**config.mk**
```make
export PLATFORM = sky130hd
export DESIGN_NAME = fir_coef_loader_flat
export DESIGN_NICKNAME = d
export VERILOG_FILES = /design/src/rtl/fir_coef_loader_pkg.sv /design/src/rtl/fir_coef_loader_if.sv /design/src/rtl/fir_coef_loader.sv /design/src/flat_wrapper.sv
export SDC_FILE = /design/constraint.sdc
export NUM_CORES = 1
export LEC_CHECK = 0
export CAP_MARGIN = 15
export CORE_ASPECT_RATIO = 1.75
export CORE_MARGIN = 2
export CORE_UTILIZATION = 53
export CTS_CLUSTER_SIZE = 20
export DETAILED_ROUTE_END_ITERATION = 10
export PLACE_DENSITY = 0.92
export SYNTH_ARGS = -nofsm -noshare
export SYNTH_HDL_FRONTEND = slang
export SYNTH_SLANG_ARGS = --single-unit
```
**constraint.sdc**
```tcl
create_clock -name iClk -period 4.1 [get_ports iClk]
set_input_delay 0.82 -clock iClk [delete_from_list [all_inputs] [get_ports iClk]]
set_output_delay 0.82 -clock iClk [all_outputs]
set_load 0.01 [all_outputs]
```
**src/rtl/fir_coef_loader_pkg.sv**
```systemverilog
// rtl/fir_coef_loader_pkg.sv - shared constants for the FIR coefficient loader
// Purpose: FSM state encodings, error codes and default bus widths shared by
//          the loader, its bus interface and the bench.
package fir_coef_loader_pkg;

  localparam int COEF_W_DEF = 18;
  localparam int ADDR_W_DEF = 32;

  // State encodings kept as plain 2-bit constants so the state register can
  // be probed and compared like any other vector.
  localparam logic [1:0] ST_IDLE  = 2'd0;
  localparam logic [1:0] ST_LOAD  = 2'd1;
  localparam logic [1:0] ST_DRAIN = 2'd2;
  localparam logic [1:0] ST_DONE  = 2'd3;

  typedef logic [1:0] err_code_t;

  localparam err_code_t ERR_NONE  = 2'd0;
  localparam err_code_t ERR_TILE  = 2'd1;
  localparam err_code_t ERR_COUNT = 2'd2;
  localparam err_code_t ERR_ABORT = 2'd3;

endpackage

```
**src/rtl/fir_coef_loader_if.sv**
```systemverilog
// rtl/fir_coef_loader_if.sv - command and coefficient stream bus into the loader
// Purpose: groups the load-command handshake and the coefficient stream.
// Signals:
//   cmd_tvalid/cmd_tready   load command handshake
//   cmd_tile/base/count     target tile, first address, number of taps
//   coef_tvalid/coef_tready coefficient stream handshake
//   coef_tdata              coefficient value
// Modports: master = host side, slave = loader side.
interface fir_coef_loader_if
  import fir_coef_loader_pkg::*;
#(
  parameter int ADDR_W = ADDR_W_DEF,
  parameter int COEF_W = COEF_W_DEF,
  parameter int CNT_W  = 9
);

  logic              cmd_tvalid;
  logic              cmd_tready;
  logic [7:0]        cmd_tile;
  logic [ADDR_W-1:0] cmd_base;
  logic [CNT_W-1:0]  cmd_count;
  logic              coef_tvalid;
  logic              coef_tready;
  logic [COEF_W-1:0] coef_tdata;

  modport master (
    output cmd_tvalid, cmd_tile, cmd_base, cmd_count, coef_tvalid, coef_tdata,
    input  cmd_tready, coef_tready
  );

  modport slave (
    input  cmd_tvalid, cmd_tile, cmd_base, cmd_count, coef_tvalid, coef_tdata,
    output cmd_tready, coef_tready
  );

endinterface

```
**src/rtl/fir_coef_loader.sv**
```systemverilog
// rtl/fir_coef_loader.sv - sequences coefficient downloads into the FIR MAC tiles
// Purpose: accepts a load command plus a coefficient stream, drives the shared
//          coefficient-buffer write port and freezes the target tile while its
//          coefficient set is being rewritten.
// Ports:
//   iClk, iRst         clock, synchronous active-high reset
//   bus                command + coefficient stream (slave side)
//   iAbort             abort the load in progress
//   oCoefBuff_wren     one-hot write enable, bit = target tile
//   oCoefBuff_wraddr   write address shared by all tiles
//   oCoefBuff_wrdata   write data shared by all tiles
//   oTileFreeze        target tile held frozen from accept through DONE
//   oBusy              not idle
//   oDone              one-cycle pulse on successful completion
//   oErr, oErrCode     one-cycle error pulse; code holds its last value
module fir_coef_loader
  import fir_coef_loader_pkg::*;
#(
  parameter int NUM_TILES = 3,
  parameter int COEF_W    = COEF_W_DEF,
  parameter int ADDR_W    = ADDR_W_DEF,
  parameter int MAX_TAPS  = 256,
  parameter int CNT_W     = 9
) (
  input  logic                 iClk,
  input  logic                 iRst,
  fir_coef_loader_if.slave     bus,
  input  logic                 iAbort,
  output logic [NUM_TILES-1:0] oCoefBuff_wren,
  output logic [ADDR_W-1:0]    oCoefBuff_wraddr,
  output logic [COEF_W-1:0]    oCoefBuff_wrdata,
  output logic [NUM_TILES-1:0] oTileFreeze,
  output logic                 oBusy,
  output logic                 oDone,
  output logic                 oErr,
  output logic [1:0]           oErrCode
);

  logic [1:0]           state_q, state_d;
  logic [ADDR_W-1:0]    base_q, base_d;
  logic [CNT_W-1:0]     count_q, count_d;
  logic [CNT_W-1:0]     idx_q, idx_d;
  logic [NUM_TILES-1:0] freeze_q, freeze_d;
  logic [NUM_TILES-1:0] wren_q, wren_d;
  logic [ADDR_W-1:0]    wraddr_q, wraddr_d;
  logic [COEF_W-1:0]    wrdata_q, wrdata_d;
  logic                 done_q, done_d;
  logic                 err_q, err_d;
  err_code_t            code_q, code_d;

  logic cmd_fire;
  logic coef_fire;
  logic last_coef;
  logic tile_bad;
  logic count_bad;

  assign cmd_fire  = bus.cmd_tvalid && (state_q == ST_IDLE);
  assign coef_fire = bus.coef_tvalid && (state_q == ST_LOAD);
  assign last_coef = (idx_q == count_q - CNT_W'(1));
  assign tile_bad  = (int'(bus.cmd_tile) >= NUM_TILES);
  assign count_bad = (bus.cmd_count == '0) || (int'(bus.cmd_count) > MAX_TAPS);

  always_comb begin
    state_d  = state_q;
    base_d   = base_q;
    count_d  = count_q;
    idx_d    = idx_q;
    freeze_d = freeze_q;
    wren_d   = '0;
    wraddr_d = wraddr_q;
    wrdata_d = wrdata_q;
    done_d   = 1'b0;
    err_d    = 1'b0;
    code_d   = code_q;

    case (state_q)
      ST_IDLE: begin
        if (cmd_fire) begin
          if (tile_bad) begin
            err_d  = 1'b1;
            code_d = ERR_TILE;
          end else if (count_bad) begin
            err_d  = 1'b1;
            code_d = ERR_COUNT;
          end else begin
            state_d  = ST_LOAD;
            base_d   = bus.cmd_base;
            count_d  = bus.cmd_count;
            idx_d    = '0;
            freeze_d = NUM_TILES'(1) << bus.cmd_tile;
          end
        end
      end

      ST_LOAD: begin
        if (coef_fire) begin
          // The freeze vector is already the one-hot tile select.
          wren_d   = freeze_q;
          wraddr_d = base_q + ADDR_W'(idx_q);
          wrdata_d = bus.coef_tdata;
          idx_d    = idx_q + CNT_W'(1);
          if (last_coef) begin
            state_d = ST_DRAIN;
          end
        end
        // Abort wins over a simultaneous last accept; that word is still
        // written because the write stage above is left untouched.
        if (iAbort) begin
          state_d  = ST_IDLE;
          freeze_d = '0;
          err_d    = 1'b1;
          code_d   = ERR_ABORT;
        end
      end

      ST_DRAIN: begin
        if (iAbort) begin
          state_d  = ST_IDLE;
          freeze_d = '0;
          err_d    = 1'b1;
          code_d   = ERR_ABORT;
        end else begin
          state_d = ST_DONE;
          done_d  = 1'b1;
        end
      end

      default: begin
        state_d  = ST_IDLE;
        freeze_d = '0;
      end
    endcase
  end

  always_ff @(posedge iClk) begin
    if (iRst) begin
      state_q  <= ST_IDLE;
      base_q   <= '0;
      count_q  <= '0;
      idx_q    <= '0;
      freeze_q <= '0;
      wren_q   <= '0;
      wraddr_q <= '0;
      wrdata_q <= '0;
      done_q   <= 1'b0;
      err_q    <= 1'b0;
      code_q   <= ERR_NONE;
    end else begin
      state_q  <= state_d;
      base_q   <= base_d;
      count_q  <= count_d;
      idx_q    <= idx_d;
      freeze_q <= freeze_d;
      wren_q   <= wren_d;
      wraddr_q <= wraddr_d;
      wrdata_q <= wrdata_d;
      done_q   <= done_d;
      err_q    <= err_d;
      code_q   <= code_d;
    end
  end

  assign bus.cmd_tready  = (state_q == ST_IDLE);
  assign bus.coef_tready = (state_q == ST_LOAD);
  assign oCoefBuff_wren   = wren_q;
  assign oCoefBuff_wraddr = wraddr_q;
  assign oCoefBuff_wrdata = wrdata_q;
  assign oTileFreeze      = freeze_q;
  assign oBusy            = (state_q != ST_IDLE);
  assign oDone            = done_q;
  assign oErr             = err_q;
  assign oErrCode         = code_q;

endmodule

```
**src/flat_wrapper.sv**
```systemverilog
// flat-port wrapper written by rule: the top's interface ports become plain ports
module fir_coef_loader_flat import fir_coef_loader_pkg::*;
#(
  parameter int NUM_TILES = 3,
  parameter int COEF_W    = COEF_W_DEF,
  parameter int ADDR_W    = ADDR_W_DEF,
  parameter int MAX_TAPS  = 256,
  parameter int CNT_W     = 9
)
  (iClk, iRst, iAbort, oCoefBuff_wren, oCoefBuff_wraddr, oCoefBuff_wrdata, oTileFreeze, oBusy, oDone, oErr, oErrCode, bus_cmd_tvalid, bus_cmd_tile, bus_cmd_base, bus_cmd_count, bus_coef_tvalid, bus_coef_tdata, bus_cmd_tready, bus_coef_tready);
  fir_coef_loader_if #(.ADDR_W(ADDR_W), .COEF_W(COEF_W), .CNT_W(CNT_W)) bus_i ();
  input  logic iClk;
  input  logic iRst;
  input  logic iAbort;
  output logic [NUM_TILES-1:0] oCoefBuff_wren;
  output logic [ADDR_W-1:0] oCoefBuff_wraddr;
  output logic [COEF_W-1:0] oCoefBuff_wrdata;
  output logic [NUM_TILES-1:0] oTileFreeze;
  output logic oBusy;
  output logic oDone;
  output logic oErr;
  output logic [1:0] oErrCode;
  input wire logic [$bits(bus_i.cmd_tvalid)-1:0] bus_cmd_tvalid;
  input wire logic [$bits(bus_i.cmd_tile)-1:0] bus_cmd_tile;
  input wire logic [$bits(bus_i.cmd_base)-1:0] bus_cmd_base;
  input wire logic [$bits(bus_i.cmd_count)-1:0] bus_cmd_count;
  input wire logic [$bits(bus_i.coef_tvalid)-1:0] bus_coef_tvalid;
  input wire logic [$bits(bus_i.coef_tdata)-1:0] bus_coef_tdata;
  output wire logic [$bits(bus_i.cmd_tready)-1:0] bus_cmd_tready;
  output wire logic [$bits(bus_i.coef_tready)-1:0] bus_coef_tready;
  assign bus_i.cmd_tvalid = bus_cmd_tvalid;
  assign bus_i.cmd_tile = bus_cmd_tile;
  assign bus_i.cmd_base = bus_cmd_base;
  assign bus_i.cmd_count = bus_cmd_count;
  assign bus_i.coef_tvalid = bus_coef_tvalid;
  assign bus_i.coef_tdata = bus_coef_tdata;
  assign bus_cmd_tready = bus_i.cmd_tready;
  assign bus_coef_tready = bus_i.coef_tready;
  fir_coef_loader #(.NUM_TILES(NUM_TILES), .COEF_W(COEF_W), .ADDR_W(ADDR_W), .MAX_TAPS(MAX_TAPS), .CNT_W(CNT_W)) u_core (.iClk(iClk), .iRst(iRst), .bus(bus_i), .iAbort(iAbort), .oCoefBuff_wren(oCoefBuff_wren), .oCoefBuff_wraddr(oCoefBuff_wraddr), .oCoefBuff_wrdata(oCoefBuff_wrdata), .oTileFreeze(oTileFreeze), .oBusy(oBusy), .oDone(oDone), .oErr(oErr), .oErrCode(oErrCode));
endmodule
```
==> metrics.yaml <==
status:
  outcome: "finished, final reports clean"
worst_setup_path:
  worstPathMaxFanout: 13
  worstPathArrival_ps: 3360
  reg2reg_slack_ps: 950
  crit_path_start_kind: "register"
  reg2reg_depth: 9
  crit_end: "u_core.oCoefBuff_wraddr[22]"
  cp.required_ps: 4310
  r2r_start: "u_core.idx_q[0]"
  critPathLaunch: "u_core.idx_q[0]"
  end_kind: "register"
  timing.rr.end: "u_core.oCoefBuff_wraddr[22]"
  crit_type: "reg2reg"
sta:
  timing.slew.headroom_pct: 28.5
  max_slew.worst_pin.slew_ps: 1070
  setup_violations: 0
  fin_skew_ps: 6.54
  fin_crit_sh_pct: 76.8
  hold_viol: 0
  timing.fmax_mhz: 317
  rsz0062_at_grt: "false"
  slew_viol_final: 0
  fin_tns_setup_ps: 0
  fin_crit_ps: 3150
logic_synthesis:
  synth_top_area_share_pct: 42.9
  netlist_instances: 637
  syn_nets: 725
  synth_enable_flop_cells: 0
  ys_seq_area_share_pct: 42.9
  syn_area_um2: 5220
  yosysWarnings: 0
  yosysUniqueCellTypes: 56
  avgSynthCellArea_um2: 8.20
  synth_most_common_cell: "nand2_1"
  synthTopCellsByArea: "dfxtp_1 (43%), nand2_1 (11%), a21oi_1 (8.8%)"
  synthFlopType: "dfxtp_1"
  synthTopCellsByCount: "nand2_1 (154), dfxtp_1 (112), a21oi_1 (92)"
  netlist.top_cell.by_area: "dfxtp_1"
  synth_seq_cells: 112
  synth-async-reset-ratio_pct: 0
clock_tree:
  cts_inserted_buffers: 9
  cts-resized-gates: 0
  holdBufCountCts: 0
  cts_sinks: 112
  cts_tree: "done"
  cts_setup_buffers: 0
  cts.path.max_buffers: 2
  insertion_delay_ps: 350
  cts_htree_levels: 3
  clk_pin_slew_worst_paths_ps: 70
  cts-root-buf: "clkbuf_16"
floorplan:
  core-area_um2: 9730
  start_util_pct: 53.7
  pin_count: 135
  dieWidth_um: 79.0
  fp.dieH_um: 135
  rows: 48
  die-area_um2: 10700
routing:
  routed_wl_mm: 14.2
  wl_per_cell_um: 16.2
  detail-route-antenna-nets: 0
  firstDrtPassIters: 5
  initialDrtViolationCount: 300
  drc_errors: 0
  vias: 4984
  viasPerCell: 5.66
pwr:
  p_total_uw: 2580
  seqPwrFrac_pct: 46.6
  p_per_area_nw_per_um2: 375
  power_frac_clock_pct: 31.1
  p_sw_share_pct: 28.7
  combPwrFrac_pct: 22.3
  power.switching_uw: 740
  vdd_ir_drop_max_uv: 281
  p_int_uw: 1840
  power.leakage_uw: 0.00238
global_route:
  grt_pass1_vias: 5001
  grt_max_degree: 67
  grt_pass1_wl_mm: 22.4
  antenna_found_initial: 0
  overflow: 0
  grt_usage_pct: 26.4
final_layout:
  layout-drive-gt1-share_pct: 5.03
  diodes: 0
  nets: 839
  fillers: 739
  regArea_um2: 2240
  multi_input_area_um2: 2780
  area_growth_pct: 31.7
place:
  place_congestion: 0.870
  dp_hpwl_mm: 10.3
  port_buffers: 134
run:
  drv_cap: 0
hold_path:
  hold_path_class: "reg2reg"
## stage by stage
stage                     cells  area, um^2  worst slack [ps]  utilization (%)  hold WS, ps
after floorplan             637        5220              1630                -          436
after global placement      865        6610               960             68.0          443
after detailed placement    865        6610               893             68.0          446
after CTS                   881        6880               967             70.7          455
after global routing        881        6880               750             70.7          479
final                       881        6880               950             70.7          456
## layout make-up
| cell class | count | share of cell area (%) |
|---|---|---|
| inverter | 17 | 0.928 |
| clock buffer | 10 | 3.33 |
| timing repair buffer | 139 | 20.0 |
| clock inverter | 6 | 0.528 |
| sequential | 112 | 32.6 |
| tap | 125 | 2.27 |
| multi-input combinational | 472 | 40.4 |
## critical path, stage by stage (launching register included)
cell	delay, ps
dfxtp_1	400
ha_1	260
fa_1	400
a21o_1	170
a21oi_1	230
o21ai_1	190
a221oi_2	840
nor3b_1	140
xnor2_1	280
a21oi_1	110
## state kept, by name (all words and copies together) (netlist names), 2 cells and up
name,cells
u_core.base_q,32
u_core.count_q,9
u_core.idx_q,9
u_core.oCoefBuff_wraddr,32
u_core.oCoefBuff_wrdata,18
u_core.oCoefBuff_wren,3
u_core.oErrCode,2
u_core.oTileFreeze,3
u_core.state_q,2
## placed cells by master, fill, tap and decap left out, types with 11 or more instances in the layout
cell type,netlist,routed
ha_1,15,15
nor3_1,11,11
nor2_1,27,27
dfxtp_1,112,112
xnor2_1,37,37
o21ai_0,18,18
a21oi_1,92,92
inv_1,17,17
clkdlybuf4s50_1,0,133
nand2_1,154,154
## worst min-delay path by stage
stage	from	end	slack (ps)	cells after the start
floorplan	u_core.base_q[0]	u_core.base_q[0]	440	2
global placement	u_core.oCoefBuff_wrdata[2]	u_core.oCoefBuff_wrdata[2]	440	2
detailed placement	u_core.oCoefBuff_wrdata[6]	u_core.oCoefBuff_wrdata[6]	450	2
CTS	u_core.oCoefBuff_wraddr[6]	u_core.oCoefBuff_wraddr[6]	460	2
global route	u_core.oCoefBuff_wraddr[6]	u_core.oCoefBuff_wraddr[6]	480	2
finish	u_core.oCoefBuff_wrdata[6]	u_core.oCoefBuff_wrdata[6]	460	2
## logic make-up after synthesis
group | count (synthesis) | share of synthesized area (%)
buffers and inverters | 53 | 4.05
flip-flops | 112 | 42.9
adder cells (fa/ha/maj) | 16 | 3.98
XOR/XNOR | 47 | 7.88
AND/OR/NAND/NOR | 261 | 24.4
AO/OA/AOI/OAI | 148 | 16.7
## power groups by stage
stage / Sequential (uW) / Combinational [uW] / Clock [uW]
global placement: 1220 / 547 / 0
floorplan: 1250 / 234 / 0
global route: 1210 / 618 / 845
detailed placement: 1230 / 567 / 0
finish: 1200 / 575 / 801
CTS: 1200 / 571 / 810
## routing by layer
layer	up-vias	global-route usage, %	wire [um]
li1	2419	-	-
met1	2339	26.1	4960
met2	181	49.4	7730
met3	45	4.33	858
met4	0	16.9	680
met5	-	0	0
Power figures use the tool's default switching activity.
